$ cat src/rtl/onehot_dec_pkg.sv
// Shared types and constants for the one-hot decoder with result FIFO.
// The optional illegal-code counter is enabled with ONEHOT_DEC_ERR_CNT_EN.
package onehot_dec_pkg;

    typedef enum logic [1:0] {
        EMPTY = 2'b00,
        ONE   = 2'b01,
        FULL  = 2'b10
    } fifo_state_e;

    // Legal codes; note the zero word is a legal code for index 0.
    localparam logic [3:0] CODE_IDX0 = 4'b0000;
    localparam logic [3:0] CODE_IDX1 = 4'b0010;
    localparam logic [3:0] CODE_IDX2 = 4'b0100;
    localparam logic [3:0] CODE_IDX3 = 4'b1000;

    localparam logic [1:0] ILLEGAL_IDX = 2'b00;

    typedef struct packed {
        logic [1:0] index;
        logic       err;
    } dec_result_t;

    // Two-entry storage, so a pointer simply toggles to wrap 1->0.
    function automatic logic ptr_advance(input logic ptr);
        return ~ptr;
    endfunction

endpackage

$ cat src/rtl/onehot_dec_lut.sv
// Combinational mapping from a 4-bit code to {index, err}.
module onehot_dec_lut
    import onehot_dec_pkg::*;
(
    input  logic [3:0]  code,
    output dec_result_t result
);

    // Decode table; anything not listed is illegal.
    always_comb begin
        result.index = ILLEGAL_IDX;
        result.err   = 1'b1;
        case (code)
            CODE_IDX0: begin
                result.index = 2'b00;
                result.err   = 1'b0;
            end
            CODE_IDX1: begin
                result.index = 2'b01;
                result.err   = 1'b0;
            end
            CODE_IDX2: begin
                result.index = 2'b10;
                result.err   = 1'b0;
            end
            CODE_IDX3: begin
                result.index = 2'b11;
                result.err   = 1'b0;
            end
            default: begin
                result.index = ILLEGAL_IDX;
                result.err   = 1'b1;
            end
        endcase
    end

endmodule

$ cat src/rtl/onehot_decoder_4_2.sv
// One-hot 4->2 decoder feeding a 2-entry result FIFO with valid/ready on both sides.
// Define ONEHOT_DEC_ERR_CNT_EN to add the saturating illegal-code counter (err_cnt/err_clr).
module onehot_decoder_4_2
    import onehot_dec_pkg::*;
#(
    parameter int CNT_W = 8
) (
    input  logic             clk,
    input  logic             rst_n,
    input  logic             in_valid,
    output logic             in_ready,
    input  logic [3:0]       in_code,
    output logic             out_valid,
    input  logic             out_ready,
    output logic [1:0]       out_index,
    output logic             out_err
`ifdef ONEHOT_DEC_ERR_CNT_EN
    ,
    output logic [CNT_W-1:0] err_cnt,
    input  logic             err_clr
`endif
);

    fifo_state_e state_r;
    fifo_state_e state_nx_s;
    logic        wr_ptr_r;
    logic        rd_ptr_r;
    logic        ready_en_r;
    dec_result_t mem_r [0:1];
    dec_result_t lut_res_s;
    logic        push_s;
    logic        pop_s;

    onehot_dec_lut u_lut (
        .code   (in_code),
        .result (lut_res_s)
    );

    // ready_en_r keeps in_ready low through reset and for the edge that releases it.
    assign in_ready  = ready_en_r && (state_r != FULL);
    assign out_valid = (state_r != EMPTY);
    assign push_s    = in_valid && in_ready;
    assign pop_s     = out_valid && out_ready;
    assign out_index = mem_r[rd_ptr_r].index;
    assign out_err   = mem_r[rd_ptr_r].err;

    // Ready-enable flag: set on the first clock after reset release.
    always_ff @(posedge clk or negedge rst_n) begin
        if (!rst_n) begin
            ready_en_r <= 1'b0;
        end else begin
            ready_en_r <= 1'b1;
        end
    end

    // Occupancy state register.
    always_ff @(posedge clk or negedge rst_n) begin
        if (!rst_n) begin
            state_r <= EMPTY;
        end else begin
            state_r <= state_nx_s;
        end
    end

    // Occupancy next-state logic.
    always_comb begin
        state_nx_s = state_r;
        case (state_r)
            EMPTY: begin
                if (push_s) begin
                    state_nx_s = ONE;
                end else begin
                    state_nx_s = EMPTY;
                end
            end
            ONE: begin
                if (push_s && !pop_s) begin
                    state_nx_s = FULL;
                end else if (pop_s && !push_s) begin
                    state_nx_s = EMPTY;
                end else begin
                    state_nx_s = ONE;
                end
            end
            FULL: begin
                if (pop_s) begin
                    state_nx_s = ONE;
                end else begin
                    state_nx_s = FULL;
                end
            end
            default: begin
                state_nx_s = EMPTY;
            end
        endcase
    end

    // Read and write pointers.
    always_ff @(posedge clk or negedge rst_n) begin
        if (!rst_n) begin
            wr_ptr_r <= 1'b0;
            rd_ptr_r <= 1'b0;
        end else begin
            if (push_s) begin
                wr_ptr_r <= ptr_advance(wr_ptr_r);
            end
            if (pop_s) begin
                rd_ptr_r <= ptr_advance(rd_ptr_r);
            end
        end
    end

    // Result storage; the head slot is never written while it is presented.
    always_ff @(posedge clk or negedge rst_n) begin
        if (!rst_n) begin
            mem_r[0] <= '{index: ILLEGAL_IDX, err: 1'b0};
            mem_r[1] <= '{index: ILLEGAL_IDX, err: 1'b0};
        end else if (push_s) begin
            mem_r[wr_ptr_r] <= lut_res_s;
        end
    end

`ifdef ONEHOT_DEC_ERR_CNT_EN
    localparam logic [CNT_W-1:0] CNT_MAX = '1;
    localparam logic [CNT_W-1:0] CNT_ONE = {{(CNT_W-1){1'b0}}, 1'b1};

    logic [CNT_W-1:0] err_cnt_r;

    assign err_cnt = err_cnt_r;

    // Saturating illegal-code counter; clear wins over a same-cycle increment.
    always_ff @(posedge clk or negedge rst_n) begin
        if (!rst_n) begin
            err_cnt_r <= '0;
        end else if (err_clr) begin
            err_cnt_r <= '0;
        end else if (push_s && lut_res_s.err && (err_cnt_r != CNT_MAX)) begin
            err_cnt_r <= err_cnt_r + CNT_ONE;
        end else begin
            err_cnt_r <= err_cnt_r;
        end
    end
`endif

endmodule

$ cat config.mk
export PLATFORM = sky130hd
export DESIGN_NAME = onehot_decoder_4_2
export DESIGN_NICKNAME = d
export VERILOG_FILES = /design/src/rtl/onehot_dec_pkg.sv /design/src/rtl/onehot_dec_lut.sv /design/src/rtl/onehot_decoder_4_2.sv
export SDC_FILE = /design/constraint.sdc
export NUM_CORES = 1
export LEC_CHECK = 0
export CORE_UTILIZATION = 30
export CTS_CLUSTER_DIAMETER = 50
export CTS_CLUSTER_SIZE = 16
export DETAILED_ROUTE_END_ITERATION = 16
export DONT_BUFFER_PORTS = 1
export PLACE_DENSITY_LB_ADDON = 0.05
export SLEW_MARGIN = 5
export SYNTH_ARGS = -nofsm -noshare
export SYNTH_HDL_FRONTEND = slang
export SYNTH_SLANG_ARGS = --single-unit
export TNS_END_PERCENT = 10
$ cat constraint.sdc
create_clock -name clk -period 1.7 [get_ports clk]
set_input_delay 0.425 -clock clk [delete_from_list [all_inputs] [get_ports clk]]
set_output_delay 0.425 -clock clk [all_outputs]
set_load 0.01 [all_outputs]
== Word-level counts from Yosys, hierarchy flattened ==
Cells that the tools add are included.
Widths: inputs -> output; s select.
Cells by class
  bitwise logic cells: 4
  magnitude comparators: 3
  equality and inequality tests: 6
  reduce and logical (&&, ||, !) cells: 11
  mux-type cells: 12
Operators with widths (number)
  $mux 3: 4
  $pmux 3 s4: 1
  $bwmux 6: 1
  $logic_and 1x1->1: 6
  $pmux 2 s3: 1
  $eq 4x2->1 const B: 1
  $eq 4x3->1 const B: 1
  $eq 4x4->1 const B: 1
  $ge 2x2->1 const B: 2
  $logic_not 4->1: 1
  $mux 2: 2
  $not 1->2: 2
  $demux 3 s1: 1
  $eq 2x1->1 const B: 1
  $eq 2x2->1 const B: 1
  $logic_not 1->1: 2
  $logic_not 2->1: 1
  $lt 2x1->1 const B: 1
  $mux 1: 2
  $ne 2x2->1 const B: 1
  $not 1->1: 2
  $reduce_bool 2->1: 1
Storage, ports and cells
  word-level logic and storage cells: 44
  bits in registers: 11
  input port bits: 8
  output and inout bits: 5

== Depth between registers and ports, before layout ==
  depth in word-level cells: 8
  gate-level depth with buffers: 6
  mapped depth without buffers: 6

== Hierarchy ==
A second synthesis with hierarchy kept.
Unflattened totals
  cell total of the unflattened synthesis: 47
  area, all modules: 561.8 um^2
By module, submodules not included
  onehot_decoder_4_2: area an instance 508.0 um^2, cells each 40, instances 1
  onehot_dec_lut: area an instance 53.8 um^2, cells each 7, instances 1

== Least setup slack after synthesis ==
No wires, ideal clock.
  kind: register to register
  start: register state_r[1]
  end: register state_r[0]
  arrival: 1263 ps
  cell stages (with the launch flop): 7
  required time: 1573 ps
  clock period less this slack: 1390 ps
  slack: 310 ps
  path through: dfrtp_1 or2_2 nand2_1 ha_1 nand2_1 o21a_1 o21ai_0
On the way
  elaborated cells on any way between the ends: 17
RTL lines
  start, declared: line onehot_decoder_4_2.sv:24  | fifo_state_e state_r;
  start signal, assigned: line onehot_decoder_4_2.sv:61  | state_r <= state_nx_s;
  $reduce_bool 2->1 (*): line onehot_decoder_4_2.sv:41  | assign out_valid = (state_r != EMPTY);
  named net out_valid: line onehot_decoder_4_2.sv:13  | output logic out_valid,
  $logic_and 1x1->1 (*): line onehot_decoder_4_2.sv:43  | assign pop_s = out_valid && out_ready;
  $logic_and 1x1->1 or $logic_not 1->1 (tied branches): line onehot_decoder_4_2.sv:79, onehot_decoder_4_2.sv:77
  $mux 1 or $logic_and 1x1->1 (tied branches): line onehot_decoder_4_2.sv:79, onehot_decoder_4_2.sv:77
  $mux 2: line onehot_decoder_4_2.sv:77  | if (push_s && !pop_s) begin
  $pmux 2 s3 (*): line onehot_decoder_4_2.sv:68  | case (state_r)
  named net state_nx_s[0]: line onehot_decoder_4_2.sv:25  | fifo_state_e state_nx_s;
The timed path passes the listed nets; every way through them passes the cells marked *.
A chain may end at the register's enable or synchronous reset.

== Final worst setup path ==
  start: register rd_ptr_r
  end: output out_index[1]
On the way
  longest elaborated chain between the ends: 4
Ends and longest elaborated chain
  start, declared: line onehot_decoder_4_2.sv:27  | logic rd_ptr_r;
  start signal, assigned: line onehot_decoder_4_2.sv:108  | rd_ptr_r <= ptr_advance(rd_ptr_r);
  $not 1->2 (implied by the code): line onehot_decoder_4_2.sv:44  | assign out_index = mem_r[rd_ptr_r].index;
  $mux 3 (3 in series)
  end, declared: line onehot_decoder_4_2.sv:15  | output logic [1:0] out_index,
Every way passes these cells. The select of a mux whose other input is x is not followed.

==> impl_metrics.csv <==
group,metric,value,unit
floorplan,ioPinCount,13,
finish,final_common_cell,"dfrtp_1",
global_route,overflow,0,
yosys,postSynthCellCount,46,
critical_path,critical_path.max_fanout,4,
yosys,yosys_warnings,0,
critical_path,worstSetupPathType,"reg2out",
critical_path,crit_chain,"mux2_2",
yosys,ys_types,19,
global_route,grtUsageTotal,11.7,%
finish,nets,61,
finish,layout_common_cells,"11 x dfrtp_1, 9 x mux2_2, 6 x nand2_1",
clock_tree,cts.repair.resized,0,
power_and_ir_drop,p_per_area,1460,nW/um^2
timing,hold_viol_final,0,
power_and_ir_drop,power_frac_comb,30.4,%
yosys,avgSynthCellArea,11.6,sq um
yosys,ys_ff_latch,11,
critical_path,cp-end-kind,"primary output",
floorplan,placementRows,14,
status,status,"finished clean",
timing,fmax,0.651,GHz
detailed_routing,ant_nets,0,
power_and_ir_drop,p_leak,0.253,nW
yosys,synth_area,534,sq um
timing,setup_viol,0,
clock_tree,root_buffer,"clkbuf_4",
critical_path,cp.buffers_inverters,0,
clock_tree,hold_buffers,1,
detailed_routing,wire_per_inst,13.9,um
timing,rsz0062_at_grt,"no",
placed_design,gp_congestion,0.771,
clock_tree,clkTransAtPathRegs,0.07,ns
timing,slew_viol_final,0,
floorplan,dieArea,1950,sq um
clock_tree,cts_sinks,11,
global_route,grt_pass1_wl,1570,um
critical_path,cp_data_arrival_time,1.11,ns
power_and_ir_drop,p_clk_share,19.5,%
floorplan,fp.coreArea,1580,sq um
yosys,yosysSeqAreaShare,51.5,%
worst_hold_path,hp-class,"in2reg",
timing,finClkSkew,0.00466,ns
clock_tree,insertion_delay,0.26,ns
clock_tree,cts_tree,"done",
finish,fill_cells,158,
power_and_ir_drop,swShare,31.6,%
global_route,antenna_found_initial,0,
finish,n_antenna_cell,0,
global_route,grt_pass1_vias,355,
clock_tree,h-tree-depth,1,
critical_path,cp-start-kind,"flop",
critical_path,cp_slowest_cell,"dfrtp_1",
placed_design,portBuffers,0,
power_and_ir_drop,p_int,0.592,mW
clock_tree,ctsLongestPathBuffers,2,
timing,min_period,1.54,ns
critical_path,worst-r2r-cell-count,6,
placed_design,dpl.hpwl,752,um
floorplan,dieHeight,44.2,um
critical_path,max_stage_delay,0.45,ns
job,drv_cap,0,
detailed_routing,vias,342,
detailed_routing,wirelength,933,um
detailed_routing,drt_iter0_markers,6,
critical_path,path_delay_family,"flip-flops",
timing,period_share,90.3,%
finish,drive_gt1_share,27.5,%
power_and_ir_drop,seq_power_share,50.2,%
timing,tns,0,ns
finish,syn_to_final_growth,10.5,%
yosys,synthesis.nets,55,
power_and_ir_drop,irDropWorstVdd,0.000513,V
critical_path,cp.depth,1,
critical_path,cp.required,1.27,ns
power_and_ir_drop,p_sw,0.273,mW
detailed_routing,drc,0,
clock_tree,cts_buffers,3,
worst_hold_path,whs_path_depth,1,
floorplan,fp.dieW,44.2,um
finish,fin_area,591,sq um
placed_design,postPlaceCellArea,554,sq um
detailed_routing,vias_per_cell,5.10,
clock_tree,post_cts_buffers,0,
global_route,grt_max_degree,12,
detailed_routing,first_pass_iters,6,
floorplan,start_util,33.9,%
==> flip-flops by register name, indices dropped and copies added, names as in the netlist <==
register / cells
mem_r: 6
rd_ptr_r: 1
ready_en_r: 1
state_r: 2
wr_ptr_r: 1
==> per-stage QoR <==
step	power [mW]	worst slack [ns]	hold WS, ns	instances	util (%)
6_report	0.865	0.164	0.248	67	37.5
5_1_grt	0.943	0.0904	0.223	67	37.5
4_1_cts	0.883	0.141	0.241	67	37.5
3_5_place_dp	0.699	0.237	0.130	62	35.2
3_3_place_gp	0.685	0.279	0.130	62	35.2
2_1_floorplan	0.647	0.310	0.129	46	-
==> final timing paths <==
path	slack (ns)	startpoint	end
worst max-delay path	0.16	rd_ptr_r	out_index[1]
worst min-delay path	0.25	out_ready	state_r[1]
worst max register to register	0.23	state_r[1]	state_r[0]
worst min register to register	0.51	wr_ptr_r	wr_ptr_r
max in group asynchronous	0.80	rst_n	mem_r[2]
min in group asynchronous	0.56	rst_n	mem_r[4]
==> cell families after synthesis <==
kind of cell	Yosys count	share of synthesized area, %
compound gates	5	5.39
mux	9	19.0
xor+xnor	4	6.56
simple gates	15	14.5
flops	11	51.5
other cells	1	0.702
fa+ha+maj	1	2.34
==> synthesized netlist by cell type (all sizes together) <==
cell type  instances  area share (%)
a21oi              1            0.94
and2               1             1.2
conb               1            0.70
dfrtp             11              52
ha                 1             2.3
mux2               9              19
nand2              6             4.2
nand2b             1             1.2
nand4              1             1.2
nor2               1            0.70
nor2b              1             1.2
nor3               3             3.7
o21a               1             1.4
o21ai              2             1.9
o22ai              1             1.2
or2                1             1.2
xnor2              3             4.9
xor2               1             1.6
==> per-layer routing <==
| layer | up-vias | global-route usage [%] | routed length (um) |
|---|---|---|---|
| met2 | 11 | 17.4 | 461 |
| met5 | - | 0 | 0 |
| met4 | 0 | 3.64 | 0 |
| met3 | 0 | 6.12 | 53 |
| li1 | 172 | - | - |
| met1 | 159 | 14.8 | 418 |
==> power groups by stage <==
stage	Combinational (mW)	Clock (mW)	Sequential [mW]
2_1_floorplan	0.231	0	0.416
3_5_place_dp	0.259	0	0.440
3_3_place_gp	0.253	0	0.432
4_1_cts	0.268	0.179	0.435
5_1_grt	0.295	0.195	0.453
6_report	0.263	0.168	0.434
==> layout make-up <==
type | count | area [sq um] | area share [%]
clock buffer | 4 | 26.3 | 4.45
tap | 16 | 20.0 | 3.39
sequential | 11 | 275 | 46.6
multi-input combinational | 35 | 259 | 43.9
timing repair buffer | 1 | 10.0 | 1.69
Note: power is estimated with default switching activity, not from simulation.
